File: config.mk
export PLATFORM = sky130hd
export DESIGN_NAME = instr_fetch
export DESIGN_NICKNAME = d
export VERILOG_FILES = /design/src/rtl/cpu_pkg.sv /design/src/rtl/fetch_timer.sv /design/src/rtl/instr_fetch.sv
export SDC_FILE = /design/constraint.sdc
export NUM_CORES = 1
export LEC_CHECK = 0
export CAP_MARGIN = 20
export CORE_AREA = 4 4 110 112
export DETAILED_ROUTE_END_ITERATION = 6
export DIE_AREA = 0 0 114 116
export GPL_TIMING_DRIVEN = 1
export PLACE_DENSITY = 0.79
export REMOVE_ABC_BUFFERS = 1
export SYNTH_ARGS = -nofsm -noshare
export SYNTH_HDL_FRONTEND = slang
export SYNTH_SLANG_ARGS = --single-unit
File: constraint.sdc
create_clock -name CLK -period 2.3 [get_ports CLK]
set_input_delay 0.345 -clock CLK [delete_from_list [all_inputs] [get_ports CLK]]
set_output_delay 0.345 -clock CLK [all_outputs]
set_load 0.02 [all_outputs]
File: src/rtl/cpu_pkg.sv
// cpu_pkg: encodings and constants shared by the instruction fetch stage.
package cpu_pkg;

    // Fetch-stage FSM states.
    typedef enum logic [1:0] {
        IF_IDLE  = 2'b00,
        IF_FETCH = 2'b01,
        IF_DONE  = 2'b10,
        IF_ERR   = 2'b11
    } if_state_t;

    // Error codes reported on err_code.
    typedef enum logic [1:0] {
        ERR_NONE     = 2'b00,
        ERR_MISALIGN = 2'b01,
        ERR_TIMEOUT  = 2'b10
    } if_err_t;

    // Instruction word presented before the first fetch completes.
    localparam logic [31:0] NOP_INSTR = 32'h0000_0000;

    // Instruction addresses must sit on a 4-byte boundary.
    function automatic logic is_word_aligned(input logic [1:0] addr_lo);
        return addr_lo == 2'b00;
    endfunction

endpackage

File: src/rtl/fetch_timer.sv
// fetch_timer: counts FETCH cycles spent waiting for imem_ack and flags the
// last permitted cycle. Counts 0..TIMEOUT-1 and never wraps.
module fetch_timer #(
    parameter int TIMEOUT = 16
) (
    input  logic CLK,
    input  logic reset,
    input  logic i_clear,
    input  logic i_enable,
    output logic o_terminal
);
    localparam int            TW = (TIMEOUT > 1) ? $clog2(TIMEOUT) : 1;
    localparam logic [TW-1:0] TC = TW'(TIMEOUT - 1);

    logic [TW-1:0] r_count;

    // Wait counter: synchronous reset, clear has priority over count.
    // NOTE: state registers use non-blocking (<=) so every flop samples
    // pre-edge values and simulation matches the synthesized hardware.
    always_ff @(posedge CLK) begin
        if (!reset) begin
            r_count <= '0;
        end else if (i_clear) begin
            r_count <= '0;
        end else if (i_enable) begin
            r_count <= r_count + 1'b1;
        end
    end

    assign o_terminal = (r_count == TC);

endmodule

File: src/rtl/instr_fetch.sv
// instr_fetch: fetch stage between the PC-update unit and instruction memory.
// Requests the word at PC, registers it as Instr, and releases the PC unit
// (stall=0) for exactly one cycle per completed fetch. Misaligned PCs and
// imem timeouts park the stage in a sticky error state until reset.
module instr_fetch
    import cpu_pkg::*;
#(
    parameter int          TIMEOUT     = 16,
    parameter logic [31:0] RESET_INSTR = NOP_INSTR
) (
    input  logic        CLK,
    input  logic        reset,
    input  logic [31:0] PC,
    output logic        imem_req,
    output logic [31:0] imem_addr,
    input  logic        imem_ack,
    input  logic [31:0] imem_rdata,
    output logic [31:0] Instr,
    output logic        instr_valid,
    output logic        stall,
    output logic        fetch_err,
    output logic [1:0]  err_code,
    output logic [31:0] err_addr,
    output logic [31:0] fetch_count
);
    if_state_t   r_state;
    if_state_t   w_next_state;
    if_err_t     r_err_code;
    logic [31:0] r_instr;
    logic [31:0] r_err_addr;
    logic [31:0] r_fetch_count;

    logic w_in_fetch;
    logic w_aligned;
    logic w_misalign;
    logic w_fetch_done;
    logic w_timeout;
    logic w_timer_clear;
    logic w_timer_en;
    logic w_timer_tc;

    assign w_in_fetch   = (r_state == IF_FETCH);
    assign w_aligned    = is_word_aligned(PC[1:0]);
    assign w_misalign   = w_in_fetch && !w_aligned;
    // Only an acknowledged, aligned request in FETCH completes a fetch.
    assign w_fetch_done = w_in_fetch && w_aligned && imem_ack;
    // An ack in the terminal cycle wins over the timeout.
    assign w_timeout    = w_in_fetch && w_aligned && !imem_ack && w_timer_tc;

    // The timer only runs while waiting; any other state leaves it at zero,
    // and it stops at the terminal count instead of wrapping.
    assign w_timer_clear = !w_in_fetch;
    assign w_timer_en    = w_in_fetch && w_aligned && !imem_ack && !w_timer_tc;

    fetch_timer #(
        .TIMEOUT (TIMEOUT)
    ) u_fetch_timer (
        .CLK        (CLK),
        .reset      (reset),
        .i_clear    (w_timer_clear),
        .i_enable   (w_timer_en),
        .o_terminal (w_timer_tc)
    );

    // FSM state register.
    always_ff @(posedge CLK) begin
        if (!reset) begin
            r_state <= IF_IDLE;
        end else begin
            r_state <= w_next_state;
        end
    end

    // Next-state logic: errors are checked before completion; ERR is sticky.
    // NOTE: every always_comb output gets a default first so no path can
    // leave it unassigned and infer a latch.
    always_comb begin
        w_next_state = r_state;
        case (r_state)
            IF_IDLE:  w_next_state = IF_FETCH;
            IF_FETCH: begin
                if (w_misalign || w_timeout) begin
                    w_next_state = IF_ERR;
                end else if (w_fetch_done) begin
                    w_next_state = IF_DONE;
                end
            end
            IF_DONE:  w_next_state = IF_FETCH;
            IF_ERR:   w_next_state = IF_ERR;
            default:  w_next_state = IF_IDLE;
        endcase
    end

    // Output decode: the PC unit is held everywhere except DONE.
    always_comb begin
        imem_req    = 1'b0;
        stall       = 1'b1;
        instr_valid = 1'b0;
        fetch_err   = 1'b0;
        case (r_state)
            IF_FETCH: imem_req = w_aligned;
            IF_DONE: begin
                stall       = 1'b0;
                instr_valid = 1'b1;
            end
            IF_ERR:   fetch_err = 1'b1;
            default:  ;
        endcase
    end

    // Address goes out only alongside a request, so it is always aligned.
    assign imem_addr = imem_req ? PC : 32'h0;

    // Instruction register and completed-fetch counter (wraps naturally).
    always_ff @(posedge CLK) begin
        if (!reset) begin
            r_instr       <= RESET_INSTR;
            r_fetch_count <= 32'h0;
        end else if (w_fetch_done) begin
            r_instr       <= imem_rdata;
            r_fetch_count <= r_fetch_count + 32'd1;
        end
    end

    // Error capture: the code and the offending PC are latched on entry to ERR.
    always_ff @(posedge CLK) begin
        if (!reset) begin
            r_err_code <= ERR_NONE;
            r_err_addr <= 32'h0;
        end else if (w_misalign) begin
            r_err_code <= ERR_MISALIGN;
            r_err_addr <= PC;
        end else if (w_timeout) begin
            r_err_code <= ERR_TIMEOUT;
            r_err_addr <= PC;
        end
    end

    assign Instr       = r_instr;
    assign fetch_count = r_fetch_count;
    assign err_code    = r_err_code;
    assign err_addr    = r_err_addr;

endmodule
==> qor.csv, run 1 <==
metric,value,unit
status,"finished, final reports clean",
wl_per_cell,15.54,um
irDropWorstVdd,350.4,uV
drv_cap,0,
leakage,2.465,nW
drt_wl_total,13880,um
seq_area_frac_synth,0.4566,
area_delta_synth_final,54.31,%
place_hpwl,10030,um
crit_chain,"or4b_4, buf_12, inv_6, dlygate4sd2_1",
numCtsBuffers,9,
fin_nets,815,
antenna_found_initial,0,
period_share,0.9530,
drive_above_1_share,0.1093,
fmax,456.2,MHz
dpl_cell_area,6794,sq um
cts.sinks,104,
start_kind,register,
max_stage_delay,0.61,ns
fillCellCount,992,
num_rows,39,
cp_num_buf_inv,3,
criticalPathCategory,reg -> out,
finalCriticalPeriod,2.192,ns
dpl.cell_count,874,
grt_max_degree,41,
setup_violations,0,
p_seq_frac,0.482,
die_w,114,um
fin_skew,0.007430,ns
ant_nets,0,
die_h,116,um
drtPass1Iterations,4,
yosys_warnings,0,
htree_levels,3,
overflow,0,
p_clk_frac,0.386,
grt_pass1_wl,21410,um
switching_share,0.2388,
fin_area,7036,sq um
track_usage,0.1953,
synth_cell_types,34,
internal_power,2.953,mW
critPathSlowestCell,or4b_4,
crit_family,simple AND/OR/NAND/NOR gates,
dr.first_iter.drc_count,231,
antenna_cells,0,
syn-cell-area,4559,sq um
grt_pass1_vias,4460,
cp-end-kind,primary output,
power_frac_comb,0.132,
start_util,0.4062,
synth_largest_area_cell,dfxtp_1,
coreArea,11220,sq um
cts.clk_slew.worst_paths,0.07,ns
p_sw,0.9262,mW
powerDensity,551.4,nW/um^2
cp.required,1.96,ns
clock_latency,0.33,ns
vias_per_cell,5.235,
final_hold_viol_count,0,
synth_area_leaders,"dfxtp_1, a21oi_1, nand2_1",
yosysTopAreaCellShare,0.4566,
num_vias,4675,
clockBufferDepth,2,
drc,0,
dieArea,13220,sq um
final_cells,893,
place_congestion,0.7865,
synth_cells,554,
hold_buffers,0,
cts-root-buf,clkbuf_16,
ys_ff_latch,104,
ios,201,
slew_violations,0,
synth_area_per_cell,8.230,sq um
rsz0062_at_grt,no,
path_max_fanout,8,
hp-class,in -> reg,
cp_data_arrival_time,1.85,ns
cts_tree,built,
portBuffers,198,
==> placed cells by master (no fill, tap or decap), types with 3 or more instances in the layout <==
master / count
a21oi_1: 84
and2_1: 36
and3_1: 6
and4_1: 5
buf_12: 7
buf_4: 22
clkbuf_16: 9
clkbuf_2: 23
clkdlybuf4s15_2: 7
clkdlybuf4s50_1: 165
dfxtp_1: 104
mux2i_1: 6
nand2_1: 83
nand2b_1: 5
nand3_1: 10
nand3b_1: 32
nand4_1: 15
nor2_1: 16
nor3_1: 3
nor4_1: 6
o21ai_0: 36
o31ai_1: 14
or3_1: 4
or4_1: 13
xnor2_1: 3
xor2_1: 7
==> routing by layer <==
metal	GRT usage	vias to the layer above	part of all wire
li1	-	2316	-
met1	0.2301	2206	0.40
met2	0.3454	135	0.51
met3	0.05274	18	0.071
met4	0.06334	0	0.014
met5	0	-	0
==> cells by family (layout without fill, tap and decap cells) <==
group / after synthesis / count (layout) / share of synthesized area
and+or+nand+nor: 242 / 242 / 0.2945
AOI/OAI and AO/OA: 136 / 136 / 0.1575
DFF: 104 / 104 / 0.4566
buffers and inverters: 53 / 248 / 0.05269
xor gates and xnor gates: 10 / 10 / 0.01921
muxes: 6 / 6 / 0.01317
adders and majority gates: 2 / 2 / 0.005488
other: 1 / 2 / 0.0008225
==> what timing repair did <==
action / CTS / global route
endpoints found under the setup margin: 45 / 43
setup buffers: 0 / 2
pin swaps: 0 / 2
cloned: 0 / 2
resized for setup: 69 / 27
==> registers in the layout, indices dropped and copies added (netlist names) <==
register,flops
err_addr,32
err_code,2
fetch_count,32
u_fetch_timer.r_count,4
r_state,2
Instr,32
==> worst reg2reg max path: stages (launching register included) <==
cell and delay (ns):
dfxtp_1 0.33, or4b_4 0.61, clkinv_8 0.11, buf_12 0.11, buf_4 0.12, nand4_1 0.12, or4_4 0.56, a21oi_2 0.12
==> power by group through the flow <==
stage          clock [mW]  sequential [mW]  combinational (mW)
2_1_floorplan           0             1.96               0.151
3_3_place_gp            0             1.91               0.509
3_5_place_dp            0             1.91               0.517
4_1_cts              1.54             1.87               0.514
5_1_grt              1.61             1.87               0.548
6_report             1.50             1.87               0.513
==> cell type report <==
class                   count  area, sq um  share of cell area
flip-flops and latches    104         2082              0.2959
repair inverters            2        17.52            0.002490
clock inverters             5        58.81            0.008359
repair buffers            227         2185              0.3105
clock buffers              10        229.0             0.03254
inverters                   4        27.53            0.003913
multi-input cells         398         2257              0.3208
well taps                 143        178.9             0.02543
==> metrics by stage <==
step           hold slack (ns)  setup WS (ns)  setup TNS (ns)    util  power, mW
2_1_floorplan           0.4322        -0.5169          -16.98       -      2.115
3_3_place_gp            0.4413        -0.3596          -28.70  0.6054      2.418
3_5_place_dp            0.4457        -0.4158          -35.98  0.6054      2.429
4_1_cts                 0.4553       0.004450               0  0.6320      3.921
5_1_grt                 0.3452        0.05478               0  0.6269      4.029
6_report                0.3370         0.1081               0  0.6269      3.879
==> synthesized netlist by cell type <==
cell type  number
clkinv_8        1
buf_2           5
clkbuf_1       40
o21ai_0        36
nor4b_1         1
nand3_4         1
xor2_1          7
inv_1           3
buf_6           2
or3_1           4
or4b_1          2
nor3_1          4
dfxtp_1       104
o21a_1          1
o31ai_1        14
a21oi_1        85
nand3b_1       32
or2b_1          1
nand3_1        10
and2b_1         1
or4_1          14
nor4_1          6
and2_1         36
buf_4           2
nand2b_1        5
nor2_1         16
mux2i_1         6
and4_1          5
and3_1          6
nand4_1        15
xnor2_1         3
nand2_1        83
conb_1          1
ha_1            2
==> path summary, 6_finish.rpt <==
check | endpoint | cells after the start | from | slack (ns)
hold / removal | err_addr[0] | 3 | PC[0] | 0.34
setup reg to reg | fetch_count[26] | 7 | r_state[1] | 0.16
hold reg to reg | Instr[28] | 2 | Instr[28] | 0.46
setup / recovery | imem_req | 4 | r_state[1] | 0.11
(Power assumes the default switching activity.)
==> inputs of run 2 (changes only) <==
CAP_MARGIN = 10   (was 20)
==> results of run 2 <==
The final DEF is identical to that of run 1; final timing and power are the same.
==> inputs of run 3 (changes only) <==
CORE_AREA = 4 4 108 110   (was 4 4 110 112)
DIE_AREA = 0 0 112 114   (was 0 0 114 116)
SYNTH_HIERARCHICAL = 1   (was not set)
==> run 3 against run 2 <==
Net effect:
- combinational power fell by 4%
- sequential share of layout area rose by 1.7 points
- area after synthesis fell by 5.5%
==> qor.csv, run 3 <==
metric,value,unit
reg2reg_slack,0.09,ns
dr.first_iter.drc_count,151,
synth_cells,541,
vias_per_cell,5.026,
setup_violations,0,
drt_wl_total,12470,um
antenna_cells,0,
clockBufferDepth,2,
drc,0,
drive_above_1_share,0.1084,
syn-cell-area,4307,sq um
yosysTopAreaCellShare,0.4834,
htree_levels,3,
multi_input_area,2039,sq um
ant_nets,0,
r2r_end,fetch_count[16],
route.met2.wl,5995,um
yosys_warnings,6,
seq_area_frac_synth,0.4834,
powerDensity,543.5,nW/um^2
overflow,0,
cp_data_arrival_time,2.50,ns
reg2reg_depth,4,
status,"finished, final reports clean",
cts.clk_slew.worst_paths,0.10,ns
synth_cell_types,37,
coreArea,10700,sq um
rsz0062_at_grt,no,
ios,201,
final_cells,887,
path_max_fanout,17,
num_rows,38,
hold_start,PC[1],
slew_violations,0,
fin_nets,811,
wl_per_cell,14.05,um
cp-end-kind,register,
irDropWorstVdd,403.4,uV
start_kind,register,
drv_cap,0,
synth_most_common_cell,nand2_1,
die_w,112,um
cts.sinks,104,
fmax,451.6,MHz
track_usage,0.1919,
place_congestion,0.7364,
fillCellCount,944,
grt_pass1_wl,20290,um
leakage,2.407,nW
area_delta_synth_final,54.71,%
synth-edff-count,0,
die_h,114,um
whs_path_depth,4,
synth_area_leaders,"dfxtp_1, nand2_1, a21oi_1",
cts_tree,built,
dieArea,12770,sq um
wl_met1,5024,um
start_util,0.4026,
synth-async-reset-ratio,0,
hold_slack,0.3858,ns
grt_max_degree,73,
period_share,0.9628,
num_vias,4458,
final_hold_viol_count,0,
ys_ff_latch,104,
place_hpwl,9357,um
ys.flop_type,dfxtp_1,
hp-class,in -> reg,
dpl.cell_count,868,
grt_pass1_vias,4312,
criticalPathCategory,reg -> reg,
drtPass1Iterations,5,
cts-root-buf,clkbuf_8,
layout_commonest_cell,clkdlybuf4s50_1,
antenna_found_initial,0,
ys_top_cells_by_count,"nand2_1, dfxtp_1, a21oi_1",
finalCriticalPeriod,2.215,ns
topRoutingLayerUsed,met4,
cp.required,2.59,ns
synth_area_per_cell,7.960,sq um
hold_path_end,err_addr[1],
numCtsBuffers,9,
seqCellArea,2082,sq um
final_cell_mix,"clkdlybuf4s50_1, nand2_1, dfxtp_1",
clock_latency,0.36,ns
fin_skew,0.009864,ns
routed-wl-met3,1280,um
portBuffers,198,
synth_largest_area_cell,dfxtp_1,
reg2reg_from,r_state[1],
run 3: layout make-up:
class,count,share of cell area
Inverter,10,0.005634
Tap cell,140,0.02629
Timing Repair Buffer,226,0.3161
Clock buffer,12,0.02178
Clock inverter,4,0.01164
Multi-Input combinational cell,391,0.3061
Sequential cell,104,0.3125
run 3: stage by stage:
step	utilization	instance area [sq um]	setup WS, ns	total power [mW]	TNS [ns]
2_1_floorplan	-	4155	-0.2353	2.106	-6.076
3_3_place_gp	0.6138	6566	-0.5094	2.411	-23.83
3_5_place_dp	0.6138	6566	-0.5641	2.421	-25.96
4_1_cts	0.6226	6660	0.01219	3.673	0
5_1_grt	0.6228	6663	0.02987	3.793	0
6_report	0.6228	6663	0.08545	3.621	0
run 3: repair_timing:
action | in CTS | in global routing
pin swaps | 3 | 1
resized for setup | 124 | 1
gates cloned | 0 | 0
setup buffers | 3 | 0
setup endpoints to repair | 44 | 40
hold buffers | 0 | 0
run 3: critical path, stage by stage, from the launching register on:
cell and delay [ns]:
dfxtp_1 0.33, or4b_4 0.56, or4_4 0.55, or4_1 0.55, a21oi_1 0.17
run 3: cells by family after synthesis:
family,count (synthesis),share of synthesized area
muxes,3,0.006973
buffers and inverters,47,0.04474
other,1,0.0008708
and+or+nand+nor,258,0.2931
xor gates and xnor gates,8,0.01627
DFF,104,0.4834
adders and majority gates,2,0.005810
AOI/OAI and AO/OA,118,0.1488
run 3: worst max-delay path by stage:
| stage | start | endpoint | depth (start not counted) |
|---|---|---|---|
| 6_report | r_state[1] | fetch_count[16] | 4 |
| 5_1_grt | r_state[1] | fetch_count[8] | 6 |
| 2_1_floorplan | PC[0] | fetch_count[0] | 5 |
| 3_5_place_dp | PC[0] | fetch_count[16] | 5 |
| 3_3_place_gp | PC[0] | fetch_count[18] | 5 |
| 4_1_cts | PC[1] | fetch_count[16] | 5 |
run 3: layer usage:
layer  vias up  GRT usage
met1      2055     0.2170
met4         0    0.05849
met3        14    0.08541
met5         -          0
li1       2227          -
met2       162     0.3277
run 3: where the power goes:
group	leakage, nW	internal (mW)	switching [mW]
Sequential	0.844	1.85	0.0228
Combinational	1.45	0.251	0.242
Clock	0.111	0.649	0.610
